`config.mk`:
```
export PLATFORM = sky130hd
export DESIGN_NAME = mcpu_ps2_kbd
export DESIGN_NICKNAME = d
export VERILOG_FILES = /design/src/rtl/mcpu_ps2_kbd_pkg.sv /design/src/rtl/mcpu_ps2_kbd_fifo.sv /design/src/rtl/mcpu_ps2_kbd.sv
export SDC_FILE = /design/constraint.sdc
export NUM_CORES = 1
export LEC_CHECK = 0
export BUFFER_PORTS_ARGS = -buffer_cell sky130_fd_sc_hd__buf_4
export CAP_MARGIN = 10
export CORE_MARGIN = 4
export CORE_UTILIZATION = 47
export DETAILED_ROUTE_END_ITERATION = 10
export GPL_TIMING_DRIVEN = 0
export HOLD_SLACK_MARGIN = 0.02
export PLACE_DENSITY_LB_ADDON = 0.15
export RECOVER_POWER = 50
export SLEW_MARGIN = 10
export SYNTH_ARGS = -nofsm -noshare
export SYNTH_HDL_FRONTEND = slang
export SYNTH_SLANG_ARGS = --single-unit
```
`constraint.sdc`:
```
create_clock -name clk -period 7.92 [get_ports clk]
set_clock_uncertainty 0.1 [all_clocks]
set_input_delay 0.792 -clock clk [delete_from_list [all_inputs] [get_ports clk]]
set_output_delay 0.792 -clock clk [all_outputs]
set_load 0.01 [all_outputs]
```
`src/rtl/mcpu_ps2_kbd_pkg.sv`:
```
// ============================================================================
// Module   : mcpu_ps2_kbd_pkg
// Brief    : Shared types and constants for the mcpu PS/2 keyboard receiver.
// Revision : 1.0 - initial release
// ============================================================================
`default_nettype none

package mcpu_ps2_kbd_pkg;

  typedef enum logic [1:0] {
    ST_IDLE   = 2'd0,
    ST_DATA   = 2'd1,
    ST_PARITY = 2'd2,
    ST_STOP   = 2'd3
  } ps2_state_e;

  localparam logic [7:0] PS2_CODE_EXT = 8'hE0;
  localparam logic [7:0] PS2_CODE_BRK = 8'hF0;
  localparam int         CODE_W       = 8;
  localparam int         ENTRY_W      = CODE_W + 2;

  typedef struct packed {
    logic              ext;
    logic              rel;
    logic [CODE_W-1:0] code;
  } ps2_entry_t;

  // PS/2 uses odd parity over the eight data bits plus the parity bit.
  function automatic logic odd_parity_ok(input logic [CODE_W-1:0] code, input logic par);
    return ^{code, par};
  endfunction

endpackage

`default_nettype wire

```
`src/rtl/mcpu_ps2_kbd_fifo.sv`:
```
// ============================================================================
// Module   : mcpu_ps2_kbd_fifo
// Brief    : Show-ahead FIFO; head is presented from registered storage.
// Revision : 1.0 - initial release
// ============================================================================
`default_nettype none

module mcpu_ps2_kbd_fifo #(
  parameter int WIDTH = 10,
  parameter int DEPTH = 4
) (
  input  logic             clk,
  input  logic             reset,
  input  logic             push_i,
  input  logic [WIDTH-1:0] wdata_i,
  input  logic             pop_i,
  output logic [WIDTH-1:0] rdata_o,
  output logic             empty_o,
  output logic             full_o
);

  localparam int AW = $clog2(DEPTH);

  logic [WIDTH-1:0] mem_q [DEPTH];
  logic [AW-1:0]    wr_ptr_q;
  logic [AW-1:0]    rd_ptr_q;
  logic [AW:0]      count_q;
  logic             do_push;
  logic             do_pop;

  assign empty_o = (count_q == '0);
  assign full_o  = (count_q == (AW+1)'(DEPTH));
  assign do_pop  = pop_i && !empty_o;
  // A pop frees the slot in the same cycle, so a full FIFO still takes the push.
  assign do_push = push_i && (!full_o || do_pop);
  assign rdata_o = mem_q[rd_ptr_q];

  always_ff @(posedge clk) begin
    if (reset) begin
      wr_ptr_q <= '0;
      rd_ptr_q <= '0;
      count_q  <= '0;
    end else begin
      if (do_push) wr_ptr_q <= wr_ptr_q + 1'b1;
      if (do_pop)  rd_ptr_q <= rd_ptr_q + 1'b1;
      case ({do_push, do_pop})
        2'b10:   count_q <= count_q + 1'b1;
        2'b01:   count_q <= count_q - 1'b1;
        default: count_q <= count_q;
      endcase
    end
  end

  always_ff @(posedge clk) begin
    if (do_push) mem_q[wr_ptr_q] <= wdata_i;
  end

endmodule

`default_nettype wire

```
`src/rtl/mcpu_ps2_kbd.sv`:
```
// ============================================================================
// Module   : mcpu_ps2_kbd
// Brief    : PS/2 keyboard receiver feeding scancodes to the mcpu CPU.
//            MCPU_PS2_TIMEOUT_EN enables the mid-frame idle timeout.
// Revision : 1.0 - initial release
// ============================================================================
`default_nettype none

module mcpu_ps2_kbd
  import mcpu_ps2_kbd_pkg::*;
#(
  parameter int FIFO_DEPTH     = 4,
  parameter int FILTER_LEN     = 8
`ifdef MCPU_PS2_TIMEOUT_EN
  ,
  parameter int TIMEOUT_CYCLES = 50000
`endif
) (
  input  logic       clk,
  input  logic       reset,
  input  logic       ps2_clk,
  input  logic       ps2_data,
  input  logic       key_pop,
  input  logic       err_clr,
  output logic [7:0] keycode,
  output logic       key_valid,
  output logic       key_ext,
  output logic       key_rel,
  output logic       frame_err,
  output logic       ovf_err
);

  localparam int FCW = $clog2(FILTER_LEN + 1);

  logic           clk_s1_q, clk_s2_q, dat_s1_q, dat_s2_q;
  logic           filt_q;
  logic [FCW-1:0] filt_cnt_q;
  logic           filt_take, edge_any, edge_fall;

  ps2_state_e     state_q, state_d;
  logic [2:0]     bitcnt_q, bitcnt_d;
  logic [7:0]     shreg_q, shreg_d;
  logic           par_q, par_d;
  logic           ext_pend_q, ext_pend_d, rel_pend_q, rel_pend_d;
  logic           frame_err_q, ovf_err_q;
  logic           push, frame_bad, timeout;

  ps2_entry_t     head;
  logic           fifo_empty, fifo_full;

  // A new ps2_clk level is taken once it has differed for FILTER_LEN samples.
  assign filt_take = (clk_s2_q != filt_q) && (filt_cnt_q == FCW'(FILTER_LEN - 1));
  assign edge_any  = filt_take;
  assign edge_fall = filt_take && filt_q;

  always_ff @(posedge clk) begin
    if (reset) begin
      clk_s1_q   <= 1'b1;
      clk_s2_q   <= 1'b1;
      dat_s1_q   <= 1'b1;
      dat_s2_q   <= 1'b1;
      filt_q     <= 1'b1;
      filt_cnt_q <= '0;
    end else begin
      clk_s1_q <= ps2_clk;
      clk_s2_q <= clk_s1_q;
      dat_s1_q <= ps2_data;
      dat_s2_q <= dat_s1_q;
      if (clk_s2_q == filt_q) begin
        filt_cnt_q <= '0;
      end else if (filt_take) begin
        filt_q     <= clk_s2_q;
        filt_cnt_q <= '0;
      end else begin
        filt_cnt_q <= filt_cnt_q + 1'b1;
      end
    end
  end

`ifdef MCPU_PS2_TIMEOUT_EN
  localparam int TW = $clog2(TIMEOUT_CYCLES + 1);
  logic [TW-1:0] tmo_q;

  assign timeout = (state_q != ST_IDLE) && (tmo_q == TW'(TIMEOUT_CYCLES));

  always_ff @(posedge clk) begin
    if (reset || edge_any || state_q == ST_IDLE) begin
      tmo_q <= '0;
    end else if (!timeout) begin
      tmo_q <= tmo_q + 1'b1;
    end
  end
`else
  assign timeout = 1'b0;
`endif

  always_comb begin
    state_d    = state_q;
    bitcnt_d   = bitcnt_q;
    shreg_d    = shreg_q;
    par_d      = par_q;
    ext_pend_d = ext_pend_q;
    rel_pend_d = rel_pend_q;
    push       = 1'b0;
    frame_bad  = 1'b0;
    if (edge_fall) begin
      case (state_q)
        ST_IDLE: begin
          if (!dat_s2_q) begin
            state_d  = ST_DATA;
            bitcnt_d = 3'd0;
          end else begin
            frame_bad = 1'b1;
          end
        end
        ST_DATA: begin
          shreg_d = {dat_s2_q, shreg_q[7:1]};
          if (bitcnt_q == 3'd7) state_d = ST_PARITY;
          else                  bitcnt_d = bitcnt_q + 3'd1;
        end
        ST_PARITY: begin
          par_d   = dat_s2_q;
          state_d = ST_STOP;
        end
        default: begin
          state_d = ST_IDLE;
          if (dat_s2_q && odd_parity_ok(shreg_q, par_q)) begin
            if (shreg_q == PS2_CODE_EXT) begin
              ext_pend_d = 1'b1;
            end else if (shreg_q == PS2_CODE_BRK) begin
              rel_pend_d = 1'b1;
            end else begin
              push       = 1'b1;
              ext_pend_d = 1'b0;
              rel_pend_d = 1'b0;
            end
          end else begin
            frame_bad  = 1'b1;
            ext_pend_d = 1'b0;
            rel_pend_d = 1'b0;
          end
        end
      endcase
    end else if (timeout) begin
      // Prefixes survive a timeout so the key that follows keeps its E0/F0.
      state_d   = ST_IDLE;
      bitcnt_d  = 3'd0;
      frame_bad = 1'b1;
    end
  end

  always_ff @(posedge clk) begin
    if (reset) begin
      state_q     <= ST_IDLE;
      bitcnt_q    <= 3'd0;
      shreg_q     <= 8'h00;
      par_q       <= 1'b0;
      ext_pend_q  <= 1'b0;
      rel_pend_q  <= 1'b0;
      frame_err_q <= 1'b0;
      ovf_err_q   <= 1'b0;
    end else begin
      state_q     <= state_d;
      bitcnt_q    <= bitcnt_d;
      shreg_q     <= shreg_d;
      par_q       <= par_d;
      ext_pend_q  <= ext_pend_d;
      rel_pend_q  <= rel_pend_d;
      frame_err_q <= frame_bad | (frame_err_q & ~err_clr);
      ovf_err_q   <= (push & fifo_full & ~key_pop) | (ovf_err_q & ~err_clr);
    end
  end

  mcpu_ps2_kbd_fifo #(
    .WIDTH (ENTRY_W),
    .DEPTH (FIFO_DEPTH)
  ) u_fifo (
    .clk     (clk),
    .reset   (reset),
    .push_i  (push),
    .wdata_i ({ext_pend_q, rel_pend_q, shreg_q}),
    .pop_i   (key_pop),
    .rdata_o (head),
    .empty_o (fifo_empty),
    .full_o  (fifo_full)
  );

  assign key_valid = !fifo_empty;
  assign keycode   = fifo_empty ? 8'h00 : head.code;
  assign key_ext   = !fifo_empty && head.ext;
  assign key_rel   = !fifo_empty && head.rel;
  assign frame_err = frame_err_q;
  assign ovf_err   = ovf_err_q;

endmodule

`default_nettype wire

```
==> flow_summary.toml, run 1 <==
[route]
drc = 0
vias = 1923
first_pass_iters = 4
vias_per_cell = 4.94
wl_mm = 5.51
antenna_left = 0
routedWlPerCell_um = 14.2
first_iter_violations = 74

[timing]
min_period_over_period_pct = 35.8
timing.fmax_mhz = 353
period_needed_ps = 2840
maxSlewViolCount = 0
setup_tns_ps = 0
hold_ws_ps = 314
setup_violations = 0
worst_pin_slew_ps = 606
relSlewSlack_pct = 59.6
rsz0062_at_grt = "false"
worst_slack_ps = 5080
hold_viol = 0

[clock_network]
numCtsBuffers = 9
cts_sinks = 76
ctsHoldBuffers = 0
ctsResizeCount = 0
postCtsSetupBuffers = 0
clkTransAtPathRegs_ps = 80
cts_tree = "built"
clock_latency_ps = 350
htree_levels = 3
clk_path_buf_depth = 2
cts_root_buffer = "clkbuf_8"

[synthesis]
ys_seq_area_share_pct = 58.6
synth_nets = 277
ys.flop_type = "edfxtp_1"
yosysUniqueCellTypes = 45
syn-instance-count = 259
syn-cell-area_mm2 = 0.00328
ys_ff_latch = 76
synth_edf_count = 40
synth_async_sr_flop_share_pct = 0
ys_warn_count = 0
syn_avg_cell_area_um2 = 12.7

[setup_path]
r2r-end = "u_fifo.mem_q[0][6]$_DFFE_PP_"
worstPathRequired_ps = 7810
r2r-start = "shreg_q[1]$_SDFFE_PP0P_"
critical-path-max-stage-delay_ps = 490
crit_slowest_cell = "and2_1"
start_kind = "flip-flop"
crit_chain = "xor2_1, xnor3_2, xor2_2, and4_1, buf_2, and2_1"
r2r_slack_ps = 5080
critPathMaxFanout = 10
worstPathArrival_ps = 2720
crit_type = "flip-flop to flip-flop"
cp.buffers_inverters = 1
crit_path_end_kind = "flip-flop"
r2r_cells = 6
path_delay_family = "XOR/XNOR gates"

[floorplan]
pin_count = 19
rows = 30
dieArea_mm2 = 0.00838
die_w_um = 91.5
initial_utilization_pct = 48.3
design.core.area_mm2 = 0.00679
die_y_um = 91.5

[placed_design]
portBuffers = 18
pre_cts_ws_ps = 5040
dpl_cell_area_mm2 = 0.00353
hpwl_mm = 3.67
dp_cells = 373
gp_congestion = 0.710

[finish]
nets = 306
drive_gt1_share_pct = 19.5
antennaDiodeCount = 0
stdcell_area_mm2 = 0.00374
area_growth_pct = 14.1
fin_util_pct = 55.0
finalNonFillerCells = 389

[status]
status = "complete, no violations"

[global_routing]
grt_start_max_net_pins = 15
grt.overflow.total = 0
gr-usage-all-layers_pct = 14.2
antenna_found_initial = 0
grt_pass1_vias = 1919
grt_first_pass_wirelength_mm = 9.14

[power]
powerDensity_mw_per_mm2 = 229
p_total_mw = 0.857
p_leak_nw = 1.35
peakVddDrop_uv = 93.4

[worst_hold_path]
whs_endpoint = "clk_s2_q$_SDFF_PP1_"
whs_path_depth = 1
hp-class = "flip-flop to flip-flop"
hp-start = "clk_s1_q$_SDFF_PP1_"

[job]
maxCapViolCount = 0
power by group:
part	internal (mW)	switching, mW	total (mW)	leakage [nW]
clock network	0.167	0.151	0.317	0.108
logic	0.0628	0.0551	0.118	0.577
registers	0.417	0.00491	0.422	0.662
total	0.647	0.211	0.857	1.35
synthesized netlist by cell type (2+ instances only):
library cell | n | share of area [%]
a21oi_1 | 17 | 2.6
and2_1 | 15 | 2.9
and4_1 | 2 | 0.53
buf_2 | 2 | 0.31
clkbuf_1 | 6 | 0.69
dfxtp_1 | 36 | 22
edfxtp_1 | 40 | 37
ha_1 | 11 | 4.2
inv_1 | 12 | 1.4
mux2i_1 | 2 | 0.61
mux4_2 | 10 | 6.9
nand2_1 | 18 | 2.1
nand2b_1 | 6 | 1.1
nand3_1 | 16 | 2.4
nand3b_1 | 4 | 0.92
nor2_1 | 17 | 1.9
nor2b_1 | 3 | 0.57
nor3_1 | 2 | 0.31
nor4_1 | 2 | 0.38
o21ai_0 | 2 | 0.31
or2_2 | 4 | 0.76
xnor2_1 | 6 | 1.6
xor2_1 | 4 | 1.1
layout make-up:
class	instances	area [um2]
plain buffers	10	47.5
repair buffers	18	124
well taps	96	120
clock buffers	10	149
fillers	577	3050
flip-flops and latches	76	1920
multi-input cells	161	1260
inverters	12	45.0
clock inverters	6	68.8
registers in the layout, indices dropped and copies added (netlist names), 2 cells and up, named ones only:
register,flops
u_fifo.mem_q,40
u_fifo.count_q,3
shreg_q,8
u_fifo.rd_ptr_q,2
state_q,2
bitcnt_q,3
filt_cnt_q,4
u_fifo.wr_ptr_q,2
per-layer routing:
metal  track usage (%)  wire (um)  vias to the layer above  part of all wire (%)
met5                 0          0                        -                     0
li1                  -          -                      974                     -
met4              6.41        106                        0                   1.9
met1              18.9       2710                      908                    49
met3              3.31        196                       10                   3.6
met2              22.1       2500                       31                    45
placed cells by master, fill, tap and decap left out, types with 2 or more instances in the layout:
master | netlist | final
nand2_1 | 18 | 18
nor2b_1 | 3 | 3
nand3b_1 | 4 | 4
a21oi_1 | 17 | 17
buf_4 | 0 | 15
xnor2_1 | 6 | 6
nor4_1 | 2 | 2
mux2i_1 | 2 | 2
clkbuf_8 | 0 | 9
mux4_2 | 10 | 10
and2_1 | 15 | 14
and4_1 | 2 | 2
inv_6 | 0 | 2
nand3_1 | 16 | 16
ha_1 | 11 | 11
or2_2 | 4 | 4
inv_1 | 12 | 12
dfxtp_1 | 36 | 36
nor3_1 | 2 | 2
o21ai_0 | 2 | 2
buf_2 | 2 | 2
edfxtp_1 | 40 | 40
nor2_1 | 17 | 17
nand2b_1 | 6 | 6
clkbuf_1 | 6 | 9
xor2_1 | 4 | 4
worst max path at each step:
stage / from / endpoint / cells after the start
after floorplan: shreg_q[1]$_SDFFE_PP0P_ / u_fifo.count_q[2]$_SDFFE_PP0P_ / 8
after global placement: shreg_q[1]$_SDFFE_PP0P_ / u_fifo.mem_q[1][9]$_DFFE_PP_ / 6
after detailed placement: shreg_q[1]$_SDFFE_PP0P_ / u_fifo.mem_q[1][9]$_DFFE_PP_ / 6
after CTS: shreg_q[1]$_SDFFE_PP0P_ / u_fifo.mem_q[0][4]$_DFFE_PP_ / 6
after global routing: shreg_q[1]$_SDFFE_PP0P_ / u_fifo.mem_q[0][5]$_DFFE_PP_ / 6
final: shreg_q[1]$_SDFFE_PP0P_ / u_fifo.mem_q[0][6]$_DFFE_PP_ / 6
cells by family (layout without fill, tap and decap cells):
logic type	Yosys count	after routing	share of synthesized area, %
multiplexers	13	13	7.94
AO/OA/AOI/OAI	27	27	5.50
buffers and inverters	22	56	2.82
XOR/XNOR	13	13	4.73
adder cells (fa/ha/maj)	12	12	4.81
flip-flops	76	76	58.6
AND/OR/NAND/NOR	96	96	15.6
Note: power is estimated with default switching activity, not from simulation.
==> run 2: changes to the inputs <==
clock period = 3 ns   (was 7.92 ns; I/O delays follow)
==> run 2 against run 1 <==
  * Maximum frequency up 0.26%
  * Final cell count grew 0.26%
  * Critical path depth unchanged
  * Power grew to 2.6 times the previous value
  * Clock-buffer cell count unchanged
  * Flip-flop and latch count unchanged
==> flow_summary.toml, run 2 (synthesized netlist as in run 1, its figures left out) <==
[status]
status = "complete, no violations"

[finish]
num-fill-cells = 575
area_growth_pct = 14.5
fin_util_pct = 55.2
largest_reg_flops = 40
antennaDiodeCount = 0
layout_common_cells = "edfxtp_1, dfxtp_1, nand2_1, nor2_1, a21oi_1"
drive_gt1_share_pct = 20.4
finalNonFillerCells = 390
nets = 307
stdcell_area_mm2 = 0.00375
top_register = "u_fifo.mem_q"
final_common_cell = "edfxtp_1"
reg_top3 = "u_fifo.mem_q (40), shreg_q (8), filt_cnt_q (4)"

[setup_path]
crit_type = "flip-flop to flip-flop"
start_kind = "flip-flop"
crit_chain = "xor2_1, xnor3_2, xor2_2, and4_1, buf_2, and2_1"
critical-path-max-stage-delay_ps = 480
worstPathRequired_ps = 2890
critPathMaxFanout = 10
crit_path_end_kind = "flip-flop"
r2r-start = "shreg_q[1]$_SDFFE_PP0P_"
critPathLaunch = "shreg_q[1]$_SDFFE_PP0P_"
crit_slowest_cell = "dfxtp_1"
worstPathArrival_ps = 2720

[timing]
rsz0062_at_grt = "false"
setup_tns_ps = 0
worst_slack_ps = 171
period_needed_ps = 2830
hold_ws_ps = 31.7
hold_viol = 0
worst_pin_slew_ps = 606
relSlewSlack_pct = 59.6
timing.fmax_mhz = 353
min_period_over_period_pct = 94.3
maxSlewViolCount = 0
setup_violations = 0

[global_routing]
antenna_found_initial = 0
grt_first_pass_wirelength_mm = 9.14
grt_pass1_vias = 1919
grt_start_max_net_pins = 15
grt.overflow.total = 0
gr-usage-all-layers_pct = 14.2

[floorplan]
pin_count = 19
dieArea_mm2 = 0.00838
initial_utilization_pct = 48.3
rows = 30
design.core.area_mm2 = 0.00679
die_y_um = 91.5
die_w_um = 91.5

[power]
switchingPower_mw = 0.554
swShare_pct = 24.5
peakVddDrop_uv = 247
p_seq_share_pct = 49.2
combPwrFrac_pct = 13.8
p_clk_share_pct = 37.0
powerDensity_mw_per_mm2 = 603
p_int_mw = 1.71
p_total_mw = 2.26
p_leak_nw = 1.35

[placed_design]
gp_congestion = 0.710
portBuffers = 18
hpwl_mm = 3.67
dpl_cell_area_mm2 = 0.00353
dp_cells = 373
pre_cts_ws_ps = 117

[clock_network]
cts_root_buffer = "clkbuf_8"
cts_sinks = 76
numCtsBuffers = 9
postCtsSetupBuffers = 0
cts_tree = "built"
htree_levels = 3
clk_path_buf_depth = 2
clock_latency_ps = 350
clkTransAtPathRegs_ps = 80

[route]
vias_per_cell = 4.93
first_pass_iters = 4
wl_mm = 5.49
routedWlPerCell_um = 14.1
vias = 1924
first_iter_violations = 73
drc = 0
antenna_left = 0

[worst_hold_path]
hp-class = "primary input to flip-flop"
hp-start = "ps2_clk"

[job]
maxCapViolCount = 0
==> run 2: per-layer routing <==
| metal | up-vias | GRT usage [%] | part of all wire (%) |
|---|---|---|---|
| li1 | 975 | - | - |
| met1 | 909 | 18.9 | 49 |
| met2 | 31 | 22.1 | 46 |
| met3 | 9 | 3.31 | 3.5 |
| met4 | 0 | 6.41 | 2.0 |
| met5 | - | 0 | 0 |
==> run 2: path summary, 6_finish.rpt <==
kind                                                      to  cells past startpoint  slack (ps)
worst min register to register           clk_s2_q$_SDFF_PP1_                      1         310
worst min-delay path                     clk_s1_q$_SDFF_PP1_                      2          30
worst max-delay path            u_fifo.mem_q[2][5]$_DFFE_PP_                      6         170
worst max register to register  u_fifo.mem_q[2][5]$_DFFE_PP_                      6         170
==> run 2: power by group through the flow <==
stage               Combinational (mW)  Sequential, mW  Clock (mW)
finish                           0.312            1.11       0.836
global route                     0.344            1.12       0.904
global placement                 0.314            1.14           0
floorplan                        0.208            1.14           0
CTS                              0.318            1.11       0.853
detailed placement               0.317            1.14           0
==> run 2: final cells by class <==
cell class                 count  area [um2]  area share, %
buffer                        10        47.5           1.27
clock buffer                  10         149           3.97
clock inverter                 6        68.8           1.83
inverter                      12        45.0           1.20
multi-input combinational    161        1270           33.8
sequential                    76        1920           51.2
tap                           96         120           3.20
timing repair buffer          19         134           3.57
==> run 2: timing repair <==
item | in CTS | in global routing
endpoints found under the setup margin | 0 | 29
endpoints found under the hold margin | 0 | 1
resized for setup | 0 | 3
hold buffers | 0 | 1
==> run 2: worst max-delay path: cells and delay by family (launching register included) <==
kind | cells | cell delay [ps]
DFF | 1 | 480
and+or+nand+nor | 2 | 740
xor gates and xnor gates | 3 | 980
buffers and inverters | 1 | 170
